**config.mk**
```make
export PLATFORM = sky130hd
export DESIGN_NAME = alu_serial_seq
export DESIGN_NICKNAME = d
export VERILOG_FILES = /design/src/rtl/alu_serial_seq.sv
export SDC_FILE = /design/constraint.sdc
export NUM_CORES = 1
export LEC_CHECK = 0
export ABC_AREA = 1
export CAP_MARGIN = 15
export CORE_MARGIN = 5
export CORE_UTILIZATION = 51
export DETAILED_ROUTE_END_ITERATION = 6
export PLACE_DENSITY = 0.78
export SETUP_SLACK_MARGIN = 0.15
export SLEW_MARGIN = 25
export SYNTH_ARGS = -nofsm -noshare
export SYNTH_HDL_FRONTEND = slang
export SYNTH_SLANG_ARGS = --single-unit
```
**constraint.sdc**
```tcl
create_clock -name clk -period 6.4 [get_ports clk]
set_input_delay 0.64 -clock clk [delete_from_list [all_inputs] [get_ports clk]]
set_output_delay 0.64 -clock clk [all_outputs]
set_load 0.005 [all_outputs]
```
**src/rtl/alu_serial_seq.sv**
```systemverilog
// rtl/alu_serial_seq.sv - bit-serial ALU sequencer driving a single one-bit ALU slice
//
// aluslice: one-bit ALU cell.
//   a, b         operand bits
//   cin          carry in
//   invta/invtb  invert operand a/b before use
//   sel          000/001/011 sum, 010 xor, 100 and, 101 nand, 110 nor, 111 or
//   result       selected result bit
//   cout         carry out of the (inverted) operand sum
//
// alu_serial_seq: accepts op/a/b over in_valid/in_ready, runs WIDTH cycles
// through the slice LSB-first, and presents result/carryout/overflow/zero
// over out_valid/out_ready.
//   clk, reset            clock, asynchronous active-high reset
//   in_valid, in_ready    operand handshake (in_ready high only in IDLE)
//   op, a, b              opcode and operands
//   out_valid, out_ready  result handshake
//   result, carryout, overflow, zero   registered result and flags

module aluslice (
  input  logic       a,
  input  logic       b,
  input  logic       cin,
  input  logic       invta,
  input  logic       invtb,
  input  logic [2:0] sel,
  output logic       result,
  output logic       cout
);
  logic ai, bi, sum;

  assign ai   = a ^ invta;
  assign bi   = b ^ invtb;
  assign sum  = ai ^ bi ^ cin;
  assign cout = (ai & bi) | (ai & cin) | (bi & cin);

  always_comb begin
    result = 1'b0;
    case (sel)
      3'b000, 3'b001, 3'b011: result = sum;
      3'b010:                 result = ai ^ bi;
      3'b100:                 result = ai & bi;
      3'b101:                 result = ~(ai & bi);
      3'b110:                 result = ~(ai | bi);
      default:                result = ai | bi;
    endcase
  end
endmodule

module alu_serial_seq #(
  parameter int WIDTH = 32
) (
  input  logic             clk,
  input  logic             reset,
  input  logic             in_valid,
  output logic             in_ready,
  input  logic [2:0]       op,
  input  logic [WIDTH-1:0] a,
  input  logic [WIDTH-1:0] b,
  output logic             out_valid,
  input  logic             out_ready,
  output logic [WIDTH-1:0] result,
  output logic             carryout,
  output logic             overflow,
  output logic             zero
);
  localparam int CW = $clog2(WIDTH);

  localparam logic [2:0] OP_ADD  = 3'b000;
  localparam logic [2:0] OP_SUB  = 3'b001;
  localparam logic [2:0] OP_XOR  = 3'b010;
  localparam logic [2:0] OP_SLT  = 3'b011;
  localparam logic [2:0] OP_AND  = 3'b100;
  localparam logic [2:0] OP_NAND = 3'b101;
  localparam logic [2:0] OP_NOR  = 3'b110;

  typedef enum logic [1:0] {IDLE, RUN, DONE} state_t;

  state_t           state;
  logic [2:0]       op_q;
  logic [WIDTH-1:0] a_sh, b_sh;
  logic [WIDTH-2:0] res_sh;   // bits captured so far; the last bit comes straight from the slice
  logic [CW-1:0]    cnt;
  logic             carry_q;

  // Slice control decoded from the registered opcode, constant during RUN.
  logic [2:0] sel;
  logic       invta, invtb, cin_init;

  // Same decode applied to the incoming opcode for the initial carry.
  function automatic logic init_carry(input logic [2:0] o);
    return (o == OP_SUB) || (o == OP_SLT);
  endfunction

  always_comb begin
    sel      = 3'b000;
    invta    = 1'b0;
    invtb    = 1'b0;
    cin_init = init_carry(op_q);
    case (op_q)
      OP_ADD:  sel = 3'b000;
      OP_SUB:  begin sel = 3'b001; invtb = 1'b1; end
      OP_XOR:  sel = 3'b010;
      OP_SLT:  begin sel = 3'b011; invtb = 1'b1; end
      // AND and OR reuse NOR/NAND on inverted operands (De Morgan).
      OP_AND:  begin sel = 3'b110; invta = 1'b1; invtb = 1'b1; end
      OP_NAND: sel = 3'b101;
      OP_NOR:  sel = 3'b110;
      default: begin sel = 3'b101; invta = 1'b1; invtb = 1'b1; end
    endcase
  end

  logic slice_res, slice_cout;

  aluslice u_slice (
    .a      (a_sh[0]),
    .b      (b_sh[0]),
    .cin    (carry_q),
    .invta  (invta),
    .invtb  (invtb),
    .sel    (sel),
    .result (slice_res),
    .cout   (slice_cout)
  );

  // Final values, meaningful only in the cycle that captures bit WIDTH-1.
  logic [WIDTH-1:0] res_full, fin_res;
  logic             is_arith, is_slt, ovf_bit;

  assign res_full = {slice_res, res_sh};
  assign is_arith = (op_q == OP_ADD) || (op_q == OP_SUB);
  assign is_slt   = (op_q == OP_SLT);
  // carry_q holds the carry into the MSB during the last bit.
  assign ovf_bit  = carry_q ^ slice_cout;
  assign fin_res  = is_slt ? {{(WIDTH-1){1'b0}}, slice_res ^ ovf_bit} : res_full;

  always_ff @(posedge clk or posedge reset) begin
    if (reset) begin
      state     <= IDLE;
      op_q      <= 3'b000;
      a_sh      <= '0;
      b_sh      <= '0;
      res_sh    <= '0;
      cnt       <= '0;
      carry_q   <= 1'b0;
      in_ready  <= 1'b1;
      out_valid <= 1'b0;
      result    <= '0;
      carryout  <= 1'b0;
      overflow  <= 1'b0;
      zero      <= 1'b0;
    end else begin
      case (state)
        IDLE: begin
          if (in_valid) begin
            op_q     <= op;
            a_sh     <= a;
            b_sh     <= b;
            cnt      <= '0;
            carry_q  <= init_carry(op);
            in_ready <= 1'b0;
            state    <= RUN;
          end
        end
        RUN: begin
          a_sh    <= a_sh >> 1;
          b_sh    <= b_sh >> 1;
          res_sh  <= res_full[WIDTH-1:1];
          carry_q <= slice_cout;
          cnt     <= cnt + 1'b1;
          if (cnt == CW'(WIDTH - 1)) begin
            result    <= fin_res;
            carryout  <= is_arith & slice_cout;
            overflow  <= is_arith & ovf_bit;
            zero      <= (fin_res == '0);
            out_valid <= 1'b1;
            state     <= DONE;
          end
        end
        DONE: begin
          if (out_ready) begin
            out_valid <= 1'b0;
            in_ready  <= 1'b1;
            state     <= IDLE;
          end
        end
        default: begin
          state    <= IDLE;
          in_ready <= 1'b1;
        end
      endcase
    end
  end

  // cin_init documents the decode table; the accept path uses init_carry(op) directly.
  logic unused_ok;
  assign unused_ok = cin_init;
endmodule
```
==> reports/qor.csv <==
metric;value;unit
Hold Startpoint;result[7];
# hold bufs at CTS;0;
post-CTS repair timing setup buffer count;0;
global routing usage summed across all routing layers;0.188;
setup repair after global routing missed its margin;no;
warnings from Yosys;0;
# resized after CTS;0;
highest clock frequency the design can meet;0.401;GHz
type of the most critical hold path;reg -> reg;
ranking of synthesized cells by instance count;nand2_1, dfrtp_1, o21ai_0;
Final Max Tran Viols;0;
fill cell instance count of the final layout;1044;
register share of total power;0.383;
total DRC errors in the routed layout;0;
Most used DFF post-synth;dfrtp_1;
Max FO, Critical Path;55;
die boundary height;124;um
Max IR drop VDD;0.000222;V
PD cells;470;nW/um^2
first-pass GRT wire length;22.9;mm
number of instances in the synthesized netlist;760;
ratio of cells with drive above 1 in the final layout;0.0733;
CTS clock-pin slew for the worst setup and hold paths;0.06;ns
Non-Filler Cell Area, Final;8250;um^2
max-slew headroom at the worst pin;0.443;
grt ovf;0;
deepest clock path buffer count;2;
Critical Path Start Type;register;
total net switching power;1.37;mW
average vias per placed instance;5.01;
mean area per synthesized cell;8.66;um^2
root buf cell;clkbuf_16;
Crit path required time;6.71;ns
internal power summed over all cells;2.51;mW
static power due to leakage;3.81;nW
most frequently used cell type in the post-synthesis netlist;nand2_1;
Area after DPL;7620;um^2
critical path start-end classification;reg -> reg;
IO Pins;108;
Fin. Hold Viols;0;
switching portion of total power;0.353;
die boundary width;124;um
number of maximum-capacitance violations;0;
cell accounting for the most synthesized area;dfrtp_1;
minimum period implied by the final worst setup slack;2.49;ns
outcome;completed;
row count;41;
number of CTS-inserted buffers;17;
GP Congestion;0.801;
port buffer count;107;
placed wire-length estimate;8.43;mm
Final ANT Viol Nets;0;
reg2reg setup slack;3.91;ns
Reg2Reg Capture Point;result[20];
setup violation total in the final timing report;0;
post-route core utilization;0.653;
wirelength, routed;13.6;mm
startpoint of the worst-slack reg-to-reg timing path;state[1];
Setup Total Neg Slack;0;ns
share of synthesized registers carrying an async set or reset;1.00;
H-tree Lvls;4;
DP Cell Count;999;
worst slack at placement;3.87;ns
pin count of the biggest net entering global routing;128;
via count of the first global-routing pass;4866;
category of the worst setup path capture point;register;
top cell type's share of synthesized area;0.540;
portion of total power attributed to combinational logic;0.352;
register bit count reported by yosys;143;
unique cell type count in the Yosys netlist;30;
hold path cells;2;
portion of the post-synthesis area used by sequential elements;0.544;
# nets final;922;
Net Count, Synth;836;
Post-Layout Cell Count;1031;
largest clock skew in the final design;0.00674;ns
CP arrival;2.81;ns
Core ar.;12600;um^2
clock latency on the worst-skew pair;0.42;ns
final setup slack of the worst path;3.91;ns
Detailed Route Iter0 Violations;409;
final period utilization;0.390;
Post-Synthesis Cell Area;6580;um^2
# clock sinks;143;
Post-synth EDFFs;0;
clock network power share;0.264;
first-pass iteration count of the detailed router;5;
wire length per cell;13.2;um
PnR Total Power;3.87;mW
full die area;15300;um^2
end of the worst hold path;result[7];
number of antenna violations at the first check in global routing;0;
worst hold slack after final layout;0.476;ns
largest cells by area after synthesis;dfrtp_1, nand2_1, o21ai_0;
number of diodes;0;
Least-Margin Pin Slew;0.836;ns
synthesis-to-finish area growth;25.3;%
TritonCTS clock tree;yes;
Vias;5162;
initial core utilization;0.521;
worst r2r path cells;5;
==> power by group through the flow <==
stage | clock network [mW] | logic (mW) | registers (mW)
after floorplan | 0 | 1.02 | 1.45
after global placement | 0 | 1.30 | 1.48
after detailed placement | 0 | 1.35 | 1.49
after CTS | 1.03 | 1.38 | 1.48
after global routing | 1.07 | 1.58 | 1.53
final | 1.02 | 1.37 | 1.49
==> cells by family after synthesis <==
kind of cell,synth area share
DFF,0.544
xor gates and xnor gates,0.00533
AOI/OAI and AO/OA,0.137
adders and majority gates,0.0106
muxes,0.0359
and+or+nand+nor,0.175
buffers and inverters,0.0924
==> state kept, by name, indices dropped and copies added (netlist names) <==
name and cells:
a_sh 32, b_sh 32, result 32, res_sh 31, cnt 5, op_q 3, state 2, carry_q 1
carryout 1, in_ready 1, out_valid 1, overflow 1, zero 1
==> area by class of cell <==
type,instances,area (um^2),area share
flip-flops and latches,143,3580,0.434
multi-input cells,485,2400,0.291
repair buffers,109,1090,0.132
clock buffers,20,457,0.0554
inverters,90,343,0.0416
well taps,172,215,0.0261
clock inverters,12,160,0.0194
==> worst max-delay path, cell delays in order (launching register included) <==
cell and delay, ns:
dfrtp_1 0.40, inv_1 0.19, nand2_4 0.39, nor2_4 0.59, inv_2 0.47, o31ai_1 0.33
==> cells in the final DEF (no fill, tap or decap), drive strengths merged, types with 4 or more instances in the layout <==
cell type,count
nand2,229
o21ai,160
dfrtp,142
clkdlybuf4s50,107
inv,91
nand3,39
mux2,21
clkbuf,20
nor2,14
o31ai,6
a21oi,4
ha,4
clkinvlp,4
clkinv,4
==> per-layer routing <==
layer / GRT usage / vias up / share of wire / wire length (um)
li1: - / 2605 / - / -
met1: 0.268 / 2387 / 0.45 / 6180
met2: 0.291 / 147 / 0.48 / 6520
met3: 0.0377 / 23 / 0.054 / 730
met4: 0.0602 / 0 / 0.015 / 208
met5: 0 / - / 0 / 0
==> worst max-delay path by stage <==
stage | start | to | slack (ns) | depth (start not counted)
after global placement | reset | result[28] | 3.87 | 3
after detailed placement | reset | result[4] | 3.87 | 3
after global routing | state[1] | result[19] | 3.60 | 5
after floorplan | reset | a_sh[0] | 1.92 | 1
final | state[1] | result[20] | 3.91 | 5
after CTS | state[1] | a_sh[23] | 3.86 | 7
(Power assumes the default switching activity.)
